==> src/rtl/icache_pkg.sv <==
// Shared icache refill definitions: line geometry, refill FSM states and the
// helper that forms a word-aligned read address inside a line.
package icache_pkg;

  localparam int TAG_W          = 22;
  localparam int IDX_W          = 5;
  localparam int OFF_W          = 5;
  localparam int LINE_W         = 256;
  localparam int WORDS_PER_LINE = 8;
  localparam int WORD_W         = 32;
  localparam int WSEL_W         = $clog2(WORDS_PER_LINE);

  typedef enum logic [2:0] {
    IDLE,
    WAIT,
    BURST,
    DRAIN,
    RESP
  } refill_state_e;

  function automatic logic [31:0] word_addr(input logic [31:OFF_W] line,
                                            input logic [WSEL_W-1:0] word);
    return {line, word, 2'b00};
  endfunction

endpackage

==> src/rtl/icache_refill_resp_line_buf.sv <==
// Eight-word line buffer for the refill engine: one slot written per cycle,
// whole line presented in parallel, cleared on reset or at the start of a fill.
module refill_line_buf
  import icache_pkg::*;
(
  input  logic                  clk,
  input  logic                  rst,
  input  logic                  clr_i,
  input  logic                  we_i,
  input  logic [WSEL_W-1:0]     slot_i,
  input  logic [WORD_W-1:0]     wdata_i,
  output logic [LINE_W-1:0]     line_o
);

  logic [WORD_W-1:0] mem_q [WORDS_PER_LINE];

  // NOTE: this storage is reset deliberately; an abandoned fill must not leave
  // old words visible on the response bus, so it cannot be a plain RAM.
  always_ff @(posedge clk or posedge rst) begin
    if (rst) begin
      for (int i = 0; i < WORDS_PER_LINE; i++) mem_q[i] <= '0;
    end else if (clr_i) begin
      for (int i = 0; i < WORDS_PER_LINE; i++) mem_q[i] <= '0;
    end else if (we_i) begin
      mem_q[slot_i] <= wdata_i;
    end
  end

  always_comb begin
    line_o = '0;
    for (int i = 0; i < WORDS_PER_LINE; i++) line_o[i*WORD_W +: WORD_W] = mem_q[i];
  end

endmodule

==> src/rtl/icache_refill_resp.sv <==
// Icache line refill engine: accepts a miss, bursts 8 word reads to memory and
// returns the filled line. Define ICACHE_REFILL_CWF_EN for critical-word-first.
module icache_refill_resp
  import icache_pkg::*;
#(
  parameter int unsigned MEM_LATENCY = 2
) (
  input  logic               clk,
  input  logic               rst,
  input  logic               req_valid_in,
  input  logic [31:0]        req_addr_in,
  output logic               req_ready_out,
  output logic               mem_rd_en_out,
  output logic [31:0]        mem_addr_out,
  input  logic [31:0]        mem_rdata_in,
  output logic               resp_valid_out,
  input  logic               resp_ready_in,
  output logic [LINE_W-1:0]  resp_data_out,
  output logic [TAG_W-1:0]   resp_tag_out,
  output logic [IDX_W-1:0]   resp_idx_out
);

  localparam logic [3:0] WAIT_INIT = (MEM_LATENCY == 0) ? 4'd0 : 4'(MEM_LATENCY - 1);

  refill_state_e     state_q, state_d;
  logic [3:0]        wait_q, wait_d;
  logic [WSEL_W-1:0] beat_q, beat_d;
  logic [31:2]       addr_q, addr_d;
  logic              wr_pend_q;
  logic [WSEL_W-1:0] wr_slot_q;
  logic [WSEL_W-1:0] issue_word;
  logic              accept;
  logic              unused_bits;

`ifdef ICACHE_REFILL_CWF_EN
  assign issue_word = addr_q[4:2] + beat_q;
`else
  assign issue_word = beat_q;
`endif

  assign unused_bits  = ^{req_addr_in[1:0], addr_q[4:2]};
  assign resp_tag_out = addr_q[31:10];
  assign resp_idx_out = addr_q[9:5];

  // NOTE: every signal driven here gets its default first so no path through
  // the case statement can leave one unassigned and infer a latch.
  always_comb begin
    state_d        = state_q;
    wait_d         = wait_q;
    beat_d         = beat_q;
    addr_d         = addr_q;
    accept         = 1'b0;
    req_ready_out  = 1'b0;
    mem_rd_en_out  = 1'b0;
    mem_addr_out   = '0;
    resp_valid_out = 1'b0;
    case (state_q)
      IDLE: begin
        req_ready_out = 1'b1;
        if (req_valid_in) begin
          accept  = 1'b1;
          addr_d  = req_addr_in[31:2];
          beat_d  = '0;
          wait_d  = WAIT_INIT;
          state_d = (MEM_LATENCY == 0) ? BURST : WAIT;
        end
      end
      WAIT: begin
        if (wait_q == 4'd0) state_d = BURST;
        else                wait_d  = wait_q - 4'd1;
      end
      BURST: begin
        mem_rd_en_out = 1'b1;
        mem_addr_out  = word_addr(addr_q[31:5], issue_word);
        beat_d        = beat_q + 3'd1;
        if (beat_q == 3'(WORDS_PER_LINE - 1)) state_d = DRAIN;
      end
      DRAIN: state_d = RESP;
      RESP: begin
        resp_valid_out = 1'b1;
        if (resp_ready_in) state_d = IDLE;
      end
      default: state_d = IDLE;
    endcase
  end

  // NOTE: state registers use non-blocking assignments so every flop samples
  // the pre-edge values regardless of statement order.
  always_ff @(posedge clk or posedge rst) begin
    if (rst) begin
      state_q   <= IDLE;
      wait_q    <= '0;
      beat_q    <= '0;
      addr_q    <= '0;
      wr_pend_q <= 1'b0;
      wr_slot_q <= '0;
    end else begin
      state_q   <= state_d;
      wait_q    <= wait_d;
      beat_q    <= beat_d;
      addr_q    <= addr_d;
      // Read data returns one cycle after the strobe, so remember its slot.
      wr_pend_q <= mem_rd_en_out;
      wr_slot_q <= issue_word;
    end
  end

  refill_line_buf u_line_buf (
    .clk     (clk),
    .rst     (rst),
    .clr_i   (accept),
    .we_i    (wr_pend_q),
    .slot_i  (wr_slot_q),
    .wdata_i (mem_rdata_in),
    .line_o  (resp_data_out)
  );

endmodule

==> config.mk <==
export PLATFORM = sky130hd
export DESIGN_NAME = icache_refill_resp
export DESIGN_NICKNAME = d
export VERILOG_FILES = /design/src/rtl/icache_pkg.sv /design/src/rtl/icache_refill_resp_line_buf.sv /design/src/rtl/icache_refill_resp.sv
export SDC_FILE = /design/constraint.sdc
export NUM_CORES = 1
export LEC_CHECK = 0
export CAP_MARGIN = 10
export CORE_MARGIN = 2
export CORE_UTILIZATION = 48
export CTS_CLUSTER_SIZE = 24
export DETAILED_ROUTE_END_ITERATION = 10
export GPL_TIMING_DRIVEN = 0
export PLACE_DENSITY = 0.86
export SLEW_MARGIN = 15
export SYNTH_ARGS = -nofsm -noshare
export SYNTH_HDL_FRONTEND = slang
export SYNTH_HIERARCHICAL = 1
export SYNTH_SLANG_ARGS = --single-unit
==> constraint.sdc <==
create_clock -name clk -period 9.25 [get_ports clk]
set_input_delay 0.925 -clock clk [delete_from_list [all_inputs] [get_ports clk]]
set_output_delay 0.925 -clock clk [all_outputs]
set_load 0.1 [all_outputs]
Word level (Yosys, flattened, before mapping)
Index checks and enable logic that the tools add are counted.
Cells by class
  $add $sub $neg: 2
  mux-type cells: 21
  bitwise logic cells: 1
  reduce and logical (&&, ||, !) cells: 10
  $lt $le $gt $ge: 2
  equality and inequality tests: 10
Operators by type and width (count)
  256-bit two-way mux: 2
  256-bit bitwise mux: 1
  32-bit demux with 3-bit select: 1
  32-bit two-way mux: 2
  3-bit two-way mux: 5
  3-bit one-hot mux with 5 select lines: 1
  2-bit inequality test, second input constant: 5
  4-bit two-way mux: 2
  4-bit one-hot mux with 2 select lines: 1
  3-bit by 2-bit == test with 1-bit output, second input constant: 2
  3-bit == test, second input constant: 2
  3-bit one-hot mux with 2 select lines: 1
  2-bit nonzero test: 3
  1-bit two-way mux: 5
  4-bit greater-or-equal comparator, second input constant: 1
  4-bit logical NOT: 1
  4-bit by 1-bit < comparator with 1-bit output, second input constant: 1
  3-bit inverter with 4-bit output: 1
  2-bit AND reduction: 2
  4-bit AND reduction: 1
  4-bit by 1-bit subtractor with 4-bit output, second input constant: 1
  3-bit by 1-bit adder with 3-bit output, second input constant: 1
  3-bit by 1-bit == test with 1-bit output, second input constant: 1
  3-bit logical NOT: 1
  2 further kinds: 2
Word-level totals
  output and inout port bits: 318
  flip-flop bits (word level): 300

Longest topological paths before layout
Gate-level depths: netlist of the first run.
  depth in word-level cells: 8
  gate-level depth with buffers: 10
  gate-level depth less buffers: 5

By module
Netlist of the first run, hierarchy kept.
Modules (own cells, without submodules)
  refill_line_buf: instances 1, area an instance 11294.6 um^2, cells each 906
  icache_refill_resp: instances 1, area an instance 1908.1 um^2, cells each 209

Worst setup path after synthesis of the first run
No wires, ideal clock.
  path kind: register to output
  start point: register state_q[1]
  end point: output resp_valid_out
  stages on the path, launching flop included: 3
  buffers on the path: 1
  required time: 8.325 ns
  path slack: 5.472 ns
  arrival time: 2.853 ns
  cell sequence: dfrtp_1 -> buf_1 -> nor3b_1
Between the ends
  cells in the longest elaborated chain, start to end: 2
RTL lines
  from (decl): RTL line icache_refill_resp.sv:25  | refill_state_e state_q, state_d;
  from (signal assigned): RTL line icache_refill_resp.sv:98  | state_q <= state_d;
  3-bit == test: RTL line icache_refill_resp.sv:57  | case (state_q)
  1-bit two-way mux: RTL line icache_refill_resp.sv:57
  to (decl): RTL line icache_refill_resp.sv:16  | output logic resp_valid_out,
No other way between the ends.

Worst setup path in the final report of the first run
  start point: register state_q[1]
  end point: output mem_addr_out[4]
Between the ends
  cells in the longest elaborated chain, start to end: 2
RTL lines
  3-bit by 2-bit == test with 1-bit output: RTL line icache_refill_resp.sv:57
  32-bit two-way mux: RTL line icache_refill_resp.sv:57
  to (decl): RTL line icache_refill_resp.sv:14  | output logic [31:0] mem_addr_out,
No other way between the ends.

==> impl_metrics.py, run 1 <==
metrics = {
    "synthesis": {
        "synth_edf_count": 0,
        "ys_seq_elements": 297,
        "yosys_most_used_dff": "dfrtp_1",
        "yosys.cell_types.count": 37,
        "yosys_warnings": 6,
        "syn_avg_cell_area_um2": 11.8,
        "async_flop_share_pct": 100,
        "netlist_instances": 1115,
        "synth_seq_area_share_pct": 56.3,
        "syn_area_mm2": 0.0132,
    },
    "place": {
        "gp_congestion": 0.831,
        "dpl_cell_area_mm2": 0.0175,
        "io_buffers": 378,
        "place_ws_ps": 4550,
        "hpwl_um": 29200,
    },
    "run_status": {
        "run_status": "completed",
    },
    "worst_setup_path": {
        "startpoint_type": "flip-flop",
        "end_kind": "output port",
        "reg2reg_from": "state_q[0]",
        "r2r-end": "u_line_buf/line_o[158]",
        "cp.required_ps": 8330,
        "r2r_slack_ps": 5450,
        "crit_fanout": 10,
        "setup.worst_path.start": "state_q[1]",
        "critical_path_class": "flip-flop to output port",
        "arrival_ps": 3190,
        "rr_worst_depth": 9,
        "critical_path.endpoint": "mem_addr_out[4]",
    },
    "cts": {
        "clk_latency_ps": 550,
        "numCtsBuffers": 30,
        "cts_buffer_depth": 3,
        "cts-hold-fix-buffers": 0,
        "cts_tree": "yes",
        "cts_setup_buffers": 0,
        "clkSinkCount": 297,
        "ctsResizeCount": 0,
        "htree_levels": 1,
        "cts_root_buf": "clkbuf_16",
        "clk_pin_slew_ps": 60,
    },
    "timing": {
        "fmax_ghz": 0.243,
        "fin_crit_ps": 4120,
        "relSlewSlack_pct": 24.9,
        "post-route-period-util_pct": 44.5,
        "drv_slew": 0,
        "setup_violations": 0,
        "rsz0062_at_grt": "no",
        "setup_slack_ps": 5130,
        "worst_slew_pin_slew_ps": 1120,
        "skew_ps": 9.21,
        "hold_viol": 0,
    },
    "worst_hold_path": {
        "hp-class": "flip-flop to flip-flop",
    },
    "flow_run": {
        "cap_viol_max_count": 0,
    },
    "detailed_routing": {
        "drtIter0Drc": 618,
        "wire_per_inst_um": 21.5,
        "vias": 9901,
        "firstDrtPassIters": 4,
        "ant_nets": 0,
        "routed_via_density": 5.24,
        "wirelength_um": 40700,
        "drc_errors": 0,
    },
    "die": {
        "ios": 386,
        "row_count": 60,
        "fp.dieW_um": 170,
        "initial_core_util_pct": 49.0,
        "core_area_mm2": 0.0270,
        "die_h_um": 170,
        "dieArea_mm2": 0.0288,
    },
    "final_layout": {
        "final_nets": 1600,
        "final_cell_mix": "378 x clkdlybuf4s50_1, 297 x dfrtp_1, 288 x nand2b_1, 258 x mux2i_1, 82 x nand2_1",
        "n_antenna_cell": 0,
        "final_area_mm2": 0.0185,
        "layout_commonest_cell": "clkdlybuf4s50_1",
        "fillers": 1958,
        "area_growth_pct": 40.3,
        "drive_gt1_share_pct": 6.19,
    },
    "grt": {
        "grt_max_degree": 105,
        "antenna_found_initial": 3,
        "groute.usage.overall_pct": 28.2,
        "grt_pass1_vias": 10462,
        "grt_first_pass_wirelength_um": 61900,
        "grt_overflow": 0,
    },
}
-- synthesized netlist by cell type (3+ instances only) --
cell type	instances	area (um^2)
dfrtp_1	297	7430
a22o_1	3	26.3
nand4b_1	3	26.3
buf_6	8	90.1
nand2_1	82	308
nand4bb_1	3	33.8
mux2i_1	258	2580
clkbuf_1	62	233
buf_1	10	37.5
inv_1	6	22.5
buf_2	30	150
nand2b_1	288	1800
and3_1	30	188
ha_1	3	37.5
-- through the flow --
stage / util, % / std cells / hold WS, ps / setup TNS (ps)
6_report: 68.7 / 1891 / 440 / 0
5_1_grt: 68.7 / 1891 / 464 / 0
4_1_cts: 68.7 / 1891 / 447 / 0
3_5_place_dp: 64.9 / 1838 / 431 / 0
3_3_place_gp: 64.6 / 1835 / 435 / -497370
2_1_floorplan: - / 1116 / 391 / 0
-- logic make-up after synthesis --
logic type	Yosys count	synth area share, %
other cells	1	0.0284
fa+ha+maj	3	0.284
mux	260	19.7
flops	297	56.3
simple gates	424	18.8
compound gates	11	0.635
buf+inv	119	4.18
-- flip-flops by register name, summed over array words and instances, names as in the netlist --
name               flops
wr_pend_q              1
beat_q                 3
wr_slot_q              3
addr_q                27
wait_q                 4
state_q                3
u_line_buf/line_o    256
-- worst min-delay path by stage --
stage                          from      endpoint  slack, ps  depth (start not counted)
after CTS                 beat_q[2]  wr_slot_q[2]        450                          0
final                     beat_q[2]  wr_slot_q[2]        440                          0
after global placement    beat_q[2]  wr_slot_q[2]        430                          0
after floorplan           beat_q[1]  wr_slot_q[1]        390                          0
after global routing      beat_q[2]  wr_slot_q[2]        460                          0
after detailed placement  beat_q[2]  wr_slot_q[2]        430                          0
-- final cells by class --
| class | instances | area, um^2 | area share, % |
|---|---|---|---|
| inverters | 7 | 33.8 | 0.182 |
| multi-input cells | 700 | 5220 | 28.2 |
| plain buffers | 112 | 526 | 2.84 |
| flip-flops and latches | 297 | 7430 | 40.1 |
| clock inverters | 10 | 155 | 0.837 |
| repair buffers | 381 | 3860 | 20.8 |
| well taps | 341 | 427 | 2.30 |
| clock buffers | 43 | 871 | 4.70 |
-- worst max-delay path, cell delays in order, from the launching register on --
cell and delay, ps:
dfrtp_1 380, buf_1 400, clkbuf_1 430, and3_1 250
clkdlybuf4s50_1 1190
-- per-layer routing --
layer / part of all wire [%] / up-vias / global-route usage [%]
met5: 0.056 / - / 0
met2: 48 / 364 / 47.7
met4: 3.9 / 4 / 10.4
li1: - / 4474 / -
met1: 40 / 4968 / 35.5
met3: 8.0 / 91 / 6.65
Power of run 1 is left out: the tool's default activity adds up to more than one toggle a clock period on the data nets, which glitch-free logic cannot reach.
==> run 2, diff against run 1 <==
==> constraint.sdc (replaced) <==
create_clock -name clk -period 4 [get_ports clk]
set_input_delay 0.4 -clock clk [delete_from_list [all_inputs] [get_ports clk]]
set_output_delay 0.4 -clock clk [all_outputs]
set_load 0.1 [all_outputs]
==> impl_metrics.py, run 2 (synthesis gave the netlist of run 1 again) <==
metrics = {
    "timing": {
        "tns_ps": 0,
        "hold_viol": 0,
        "fmax_ghz": 0.279,
        "fin_crit_ps": 3580,
        "skew_ps": 19.6,
        "rsz0062_at_grt": "no",
        "post-route-period-util_pct": 89.5,
        "setup_violations": 0,
        "worst_slew_pin_slew_ps": 1110,
        "relSlewSlack_pct": 26.1,
        "drv_slew": 0,
    },
    "detailed_routing": {
        "wire_per_inst_um": 21.2,
        "firstDrtPassIters": 4,
        "drtIter0Drc": 576,
        "wirelength_um": 40200,
        "drc_errors": 0,
        "ant_nets": 0,
        "routed_via_density": 5.19,
        "vias": 9846,
    },
    "place": {
        "io_buffers": 378,
        "hpwl_um": 29300,
        "gp_congestion": 0.830,
        "place_inst": 1843,
    },
    "grt": {
        "grt_pass1_vias": 10537,
        "grt_overflow": 0,
        "antenna_found_initial": 1,
        "groute.usage.overall_pct": 27.8,
        "grt_max_degree": 38,
        "grt_first_pass_wirelength_um": 61200,
    },
    "final_layout": {
        "stdcell_count": 1898,
        "largest_reg_flops": 256,
        "utilization_pct": 68.9,
        "area_growth_pct": 40.6,
        "layout_commonest_cell": "clkdlybuf4s50_1",
        "fillers": 1931,
        "final_cell_mix": "378 x clkdlybuf4s50_1, 297 x dfrtp_1, 288 x nand2b_1, 258 x mux2i_1, 82 x nand2_1",
        "final_nets": 1605,
        "drive_gt1_share_pct": 6.68,
    },
    "worst_setup_path": {
        "crit_fanout": 10,
        "cp.required_ps": 3600,
        "critical_path_class": "flip-flop to output port",
        "startpoint_type": "flip-flop",
        "end_kind": "output port",
        "arrival_ps": 3180,
    },
    "cts": {
        "cts_setup_buffers": 0,
        "numCtsBuffers": 31,
        "cts_tree": "yes",
        "clkSinkCount": 297,
        "cts_root_buf": "clkbuf_16",
        "htree_levels": 1,
        "clk_latency_ps": 570,
        "cts_buffer_depth": 3,
        "cts-hold-fix-buffers": 0,
        "clk_pin_slew_ps": 60,
    },
    "die": {
        "die_h_um": 170,
        "row_count": 60,
        "core_area_mm2": 0.0270,
        "dieArea_mm2": 0.0288,
        "ios": 386,
        "fp.dieW_um": 170,
        "initial_core_util_pct": 49.0,
    },
    "run_status": {
        "run_status": "completed",
    },
    "flow_run": {
        "cap_viol_max_count": 0,
    },
    "worst_hold_path": {
        "hp-class": "primary input to asynchronous set/reset pin",
    },
}
-- run 2: cell types whose count changed in the layout (fill, tap and decap cells not counted), sizes merged --
cell	change
diode	+1
clkinv	+6
clkbuf	-2
bufinv	-2
buf	+5
clkinvlp	-1
-- run 2: final timing paths --
check / cells after the start / end / startpoint / slack, ps
hold reg to reg: 0 / wr_slot_q[1] / beat_q[1] / 450
min in group clk: 3 / addr_q[22] / req_addr_in[22] / 370
max in group asynchronous: 5 / u_line_buf/line_o[202] / rst / 2620
setup / recovery: 4 / mem_addr_out[2] / state_q[1] / 420
setup reg to reg: 8 / u_line_buf/line_o[102] / state_q[0] / 660
hold / removal: 2 / addr_q[24] / rst / 200
-- run 2: final cells by class --
cell class / count / area (um^2) / share of cell area [%]
Antenna cell: 1 / 2.50 / 0.0135
Timing Repair Buffer: 386 / 3940 / 21.2
Sequential cell: 297 / 7430 / 40.0
Inverter: 7 / 30.0 / 0.162
Clock buffer: 42 / 867 / 4.67
Clock inverter: 13 / 119 / 0.640
Buffer: 111 / 522 / 2.81
Tap cell: 341 / 427 / 2.30
Multi-Input combinational cell: 700 / 5220 / 28.1
-- run 2: metrics by stage --
step | hold WS (ps) | worst slack [ps] | cell area [um^2]
final | 199 | 420 | 18600
after global routing | 209 | 287 | 18600
after CTS | 198 | 88.0 | 18600
after detailed placement | 436 | -275 | 17600
after global placement | 421 | -1660 | 17400
after floorplan | 391 | 228 | 13200
-- run 2: critical path: stages, from the launching register on --
cell             delay, ps
dfrtp_1                380
buf_1                  410
clkbuf_1               430
and3_1                 250
clkdlybuf4s50_1       1150
-- run 2: what timing repair did --
item / 4_1_cts / 5_1_grt
endpoints found under the setup margin: 0 / 10
endpoints found under the hold margin: 0 / 0
resized for setup: 0 / 0
-- run 2: metal layers --
| layer | global-route usage, % | vias up | share of wire [%] |
|---|---|---|---|
| met5 | 0 | - | 0 |
| met4 | 13.7 | 0 | 5.6 |
| met3 | 6.67 | 112 | 7.5 |
| met2 | 45.9 | 382 | 47 |
| met1 | 34.3 | 4887 | 40 |
| li1 | - | 4465 | - |
Power of run 2 is left out for the same reason.
==> run 3, diff against run 2 <==
--- a/config.mk
+++ b/config.mk
@@ -6,7 +6,6 @@
 export NUM_CORES = 1
 export LEC_CHECK = 0
 export CAP_MARGIN = 10
-export CORE_MARGIN = 2
 export CORE_UTILIZATION = 48
 export CTS_CLUSTER_SIZE = 24
 export DETAILED_ROUTE_END_ITERATION = 10
==> constraint.sdc (replaced) <==
create_clock -name clk -period 3.9 [get_ports clk]
set_input_delay 0.39 -clock clk [delete_from_list [all_inputs] [get_ports clk]]
set_output_delay 0.39 -clock clk [all_outputs]
set_load 0.1 [all_outputs]
==> impl_metrics.py, run 3 (synthesis gave the netlist of run 1 again) <==
metrics = {
    "run_status": {
        "run_status": "completed",
    },
    "worst_setup_path": {
        "path_delay_family": "buffers and inverters",
        "startpoint_type": "flip-flop",
        "r2r-end": "u_line_buf/line_o[103]",
        "slowest_delay_ps": 1170,
        "crit_fanout": 10,
        "worst-path-stages": 4,
        "rr_worst_depth": 8,
        "critical_path.endpoint": "mem_addr_out[10]",
        "r2r_slack_ps": 640,
        "reg2reg_from": "state_q[0]",
        "end_kind": "output port",
        "critPathSlowestCell": "clkdlybuf4s50_1",
        "crit_path_cell_trace": "buf_1 > clkbuf_1 > and3_1 > clkdlybuf4s50_1",
        "setup.worst_path.start": "state_q[1]",
        "cp.required_ps": 3510,
        "critPathBufInv": 3,
        "arrival_ps": 3170,
        "critical_path_class": "flip-flop to output port",
    },
    "grt": {
        "grt_max_degree": 39,
        "groute.usage.overall_pct": 28.7,
        "grt_pass1_vias": 10396,
        "grt_overflow": 0,
        "grt_first_pass_wirelength_um": 61500,
        "antenna_found_initial": 0,
    },
    "timing": {
        "hold_viol": 0,
        "drv_slew": 0,
        "worst_slew_pin_slew_ps": 1070,
        "skew_ps": 13.3,
        "fin_crit_ps": 3560,
        "relSlewSlack_pct": 28.1,
        "fmax_ghz": 0.281,
        "setup_violations": 0,
        "post-route-period-util_pct": 91.4,
        "rsz0062_at_grt": "no",
        "tns_ps": 0,
        "setup_slack_ps": 336,
    },
    "die": {
        "initial_core_util_pct": 49.0,
        "fp.dieW_um": 168,
        "core_area_mm2": 0.0270,
        "row_count": 60,
        "ios": 386,
        "dieArea_mm2": 0.0282,
        "die_h_um": 168,
    },
    "cts": {
        "clk_latency_ps": 570,
        "numCtsBuffers": 31,
        "cts_setup_buffers": 0,
        "cts_root_buf": "clkbuf_16",
        "cts-hold-fix-buffers": 0,
        "cts_tree": "yes",
        "ctsResizeCount": 0,
        "clkSinkCount": 297,
        "cts_buffer_depth": 3,
        "htree_levels": 1,
        "clk_pin_slew_ps": 60,
    },
    "place": {
        "place_ws_ps": -220,
        "hpwl_um": 29100,
        "gp_congestion": 0.872,
        "io_buffers": 378,
    },
    "detailed_routing": {
        "vias": 9881,
        "wl_met1_um": 16300,
        "firstDrtPassIters": 4,
        "wl_met3_um": 2950,
        "ant_nets": 0,
        "routed_via_density": 5.20,
        "wirelength_um": 40300,
        "route.met2.wl_um": 19400,
        "wire_per_inst_um": 21.2,
        "highest_layer": "met4",
        "drc_errors": 0,
        "drtIter0Drc": 596,
    },
    "worst_hold_path": {
        "hp-class": "primary input to asynchronous set/reset pin",
    },
    "final_layout": {
        "n_antenna_cell": 0,
        "final_cell_mix": "378 x clkdlybuf4s50_1, 297 x dfrtp_1, 288 x nand2b_1, 258 x mux2i_1, 82 x nand2_1",
        "drive_gt1_share_pct": 7.24,
        "area_growth_pct": 42.3,
        "utilization_pct": 69.7,
        "fillers": 1949,
        "final_nets": 1606,
        "largest_reg_flops": 256,
        "layout_commonest_cell": "clkdlybuf4s50_1",
    },
    "flow_run": {
        "cap_viol_max_count": 0,
    },
}
==> run 3: stage by stage <==
stage / cell area (um^2) / std cells / hold slack [ps]
2_1_floorplan: 13200 / 1116 / 391
3_3_place_gp: 17400 / 1835 / 449
3_5_place_dp: 17600 / 1844 / 457
4_1_cts: 18800 / 1902 / 93.7
5_1_grt: 18800 / 1901 / 108
6_report: 18800 / 1901 / 111
==> run 3: worst min-delay path by stage <==
| stage | start | to | slack (ps) |
|---|---|---|---|
| after floorplan | beat_q[1] | wr_slot_q[1] | 390 |
| after global placement | beat_q[2] | wr_slot_q[2] | 450 |
| after detailed placement | beat_q[1] | wr_slot_q[1] | 460 |
| after CTS | rst | addr_q[25] | 90 |
| after global routing | rst | addr_q[25] | 110 |
| final | rst | addr_q[25] | 110 |
==> run 3: per-layer routing <==
| layer | up-vias | GRT usage (%) |
|---|---|---|
| met5 | - | 0 |
| met3 | 85 | 5.41 |
| li1 | 4484 | - |
| met4 | 0 | 11.3 |
| met2 | 363 | 48.5 |
| met1 | 4949 | 36.4 |
==> run 3: final cells by class <==
| class | count | area [um^2] | share of cell area, % |
|---|---|---|---|
| plain buffers | 111 | 522 | 2.78 |
| repair buffers | 387 | 3970 | 21.1 |
| flip-flops and latches | 297 | 7430 | 39.6 |
| multi-input cells | 700 | 5220 | 27.8 |
| inverters | 7 | 30.0 | 0.160 |
| well taps | 341 | 427 | 2.27 |
| clock buffers | 37 | 848 | 4.52 |
| clock inverters | 21 | 329 | 1.75 |
==> run 3: worst reg2reg max path, cell delays in order, from the launching register on <==
cell and delay, ps:
dfrtp_1 470, or4b_4 590, inv_2 90, buf_2 400, buf_2 370, clkbuf_1 410
clkbuf_1 500, nand2b_1 200, mux2i_1 80
Power of run 3 is left out for the same reason.
==> RTL change (flow settings as in run 2) <==
Set the package constant `LINE_W` to 384 (it was 256).
--- a/src/rtl/icache_pkg.sv
+++ b/src/rtl/icache_pkg.sv
@@ -6,5 +6,5 @@
   localparam int IDX_W          = 5;
   localparam int OFF_W          = 5;
-  localparam int LINE_W         = 256;
+  localparam int LINE_W         = 384;
   localparam int WORDS_PER_LINE = 8;
   localparam int WORD_W         = 32;
Interface: changed (resized resp_data_out); port bits go from 386 to 514. No check against the original RTL was run, so the function may have changed too.
==> RTL change against run 2 <==
  * Setup slack worse by 0.13 ns
  * Count of clock-buffer cells in the layout grew 6
  * Wire length up 11%
  * Via count increased by 9.2%
  * Synthesized area grew 7.3%
  * Final area increased by 8.5%
  * Sequential cell count unchanged
  * Highest routed layer unchanged
  * Core utilization is 0.89 points higher
  * Die area is 7.1% higher
==> RTL change: results (changes against run 2) <==
stage,metric,value,unit,change
clocking,Root Buffer Master,clkbuf_16,,
sta,Max Clk Rate,0.269,GHz,-3.6%
routing,number of vias per cell after detailed routing,4.89,,-5.8%
clocking,depth of the CTS H-tree,1,,unchanged
global_route,number of global-route vias before repair,11100,,+5.3%
logic_synthesis,top cells by instance count after synthesis,"dfrtp_1, nand2b_1, mux2i_1",,
cells_and_area,number of nets in the finished design,1863,,+16%
cells_and_area,final cell count without fillers,2200,,+16%
placed_design,detailed placement HPWL,33.4,mm,+14%
global_route,met1 Use GR,34.7,%,+0.43 points
global_route,fraction of met3 tracks used by global routing,5.13,%,-1.5 points
cells_and_area,total non-filler cell area in the finished layout,20100,µm²,+8.5%
clocking,worst skew pair latency,0.57,ns,about the same
power_and_ir_drop,switching component of the power,10.1,mW,
logic_synthesis,Cell variety after synth,37,,unchanged
sta,worst-case hold slack,0.146,ns,-0.0526 ns
global_route,largest net degree at the start of global routing,39,,+2.6%
cells_and_area,ant diodes,0,,-1
logic_synthesis,Ys Warns,6,,unchanged
placed_design,Placed Cells,2143,,+16%
routing,Detailed Routing Iterations Pass 1,5,,+1
power_and_ir_drop,Leakage Power,10.7,nW,
placed_design,post-place instance area,19100,µm²,+8.7%
clocking,Clock Path Buffers,3,,unchanged
logic_synthesis,biggest area contributors in the synthesized netlist,"dfrtp_1, mux2i_1, nand2b_1",,
placed_design,post-placement worst setup slack,-0.120,ns,+0.154 ns
routing,total wirelength of the detailed-routed design,44.7,mm,+11%
clocking,total clock buffers created by CTS,31,,unchanged
routing,number of DRC markers after the initial detailed-route iteration,783,,+36%
global_route,first-pass GRT wire length,67.3,mm,+9.9%
cells_and_area,Largest register FFs,256,,unchanged
clocking,clock input transition at the sequential cells of the worst setup and hold paths,0.06,ns,about the same
logic_synthesis,"Top FF cell, synth",dfrtp_1,,
logic_synthesis,sequential-to-total area share from yosys stat,52.5,%,-3.8 points
outcome,status,finished clean,,
placed_design,routability congestion estimate from global placement,0.847,,+2.1%
cells_and_area,number of inserted filler cells in the final layout,2131,,+10%
global_route,global-route usage over all layers,28.5,%,+0.78 points
global_route,GR Layer Usage met2,49.5,%,+3.6 points
critical_path,data arrival time at the worst-slack endpoint,4.14,ns,+0.96 ns
critical_path,maximum fanout count along the critical path,10,,unchanged
logic_synthesis,share of synthesized registers carrying an async set or reset,100,%,unchanged
logic_synthesis,post-synthesis instance total,1244,,+12%
global_route,number of antenna violations at the first check in global routing,0,,-1
worst_hold_path,class of the tightest hold or removal check,in -> async,,
critical_path,worst-case reg-to-reg path depth,10,,+2
cells_and_area,share of post-route cells with drive strength above 1,12.8,%,+6.1 points
sta,slew at the pin closest to its max-slew limit,1.11,ns,+0.00484 ns
sta,clock skew,0.0368,ns,+0.0171 ns
routing,ANT nets after route,0,,unchanged
critical_path,Register-to-Register Setup Slack,0.29,ns,-0.37 ns
power_and_ir_drop,worst-case vdd ir drop,0.755,mV,
## RTL change: final cells by class
class	instances	share of cell area [%]
well taps	384	2.39
inverters	7	0.149
multi-input cells	828	28.3
clock inverters	9	0.503
repair buffers	387	19.7
flip-flops and latches	297	36.9
plain buffers	240	7.38
clock buffers	48	4.62
## RTL change: logic make-up after synthesis
logic type | after synthesis | share of synthesized area (%)
AO/OA/AOI/OAI | 11 | 0.592
adder cells (fa/ha/maj) | 3 | 0.265
buffers and inverters | 247 | 10.7
flip-flops | 297 | 52.5
multiplexers | 260 | 18.4
other | 2 | 0.0530
AND/OR/NAND/NOR | 424 | 17.6
## RTL change: path summary, 6_finish.rpt
| check | startpoint | to |
|---|---|---|
| worst max-delay path | state_q[2] | u_line_buf/line_o[108] |
| worst min-delay path | rst | u_line_buf/line_o[252] |
| worst max register to register | state_q[2] | u_line_buf/line_o[108] |
| worst min register to register | beat_q[2] | wr_slot_q[2] |
| max in group asynchronous | rst | u_line_buf/line_o[231] |
| min in group clk | req_addr_in[8] | addr_q[8] |
## RTL change: power by group through the flow
stage                     Sequential, mW  Clock [mW]  Combinational (mW)
after floorplan                     9.12           0                3.37
after global placement              4.24           0                10.9
after detailed placement            4.28           0                11.0
after CTS                           4.23        2.94                11.0
after global routing                4.32        3.07                11.3
final                               4.23        2.90                11.0
## RTL change: layer usage
layer	vias to the layer above	wire length [µm]
met4	0	2300
met5	-	0
met3	117	2810
li1	4863	-
met1	5300	17300
met2	476	22400
## RTL change: critical path, stage by stage, from the launching register on
cell and delay (ns):
dfrtp_1 0.39, buf_6 0.14, or4b_4 0.52, inv_2 0.09
buf_2 0.25, clkbuf_1 0.62, buf_2 0.40, clkbuf_1 0.49
clkbuf_1 0.42, nand2b_1 0.18, mux2i_1 0.08
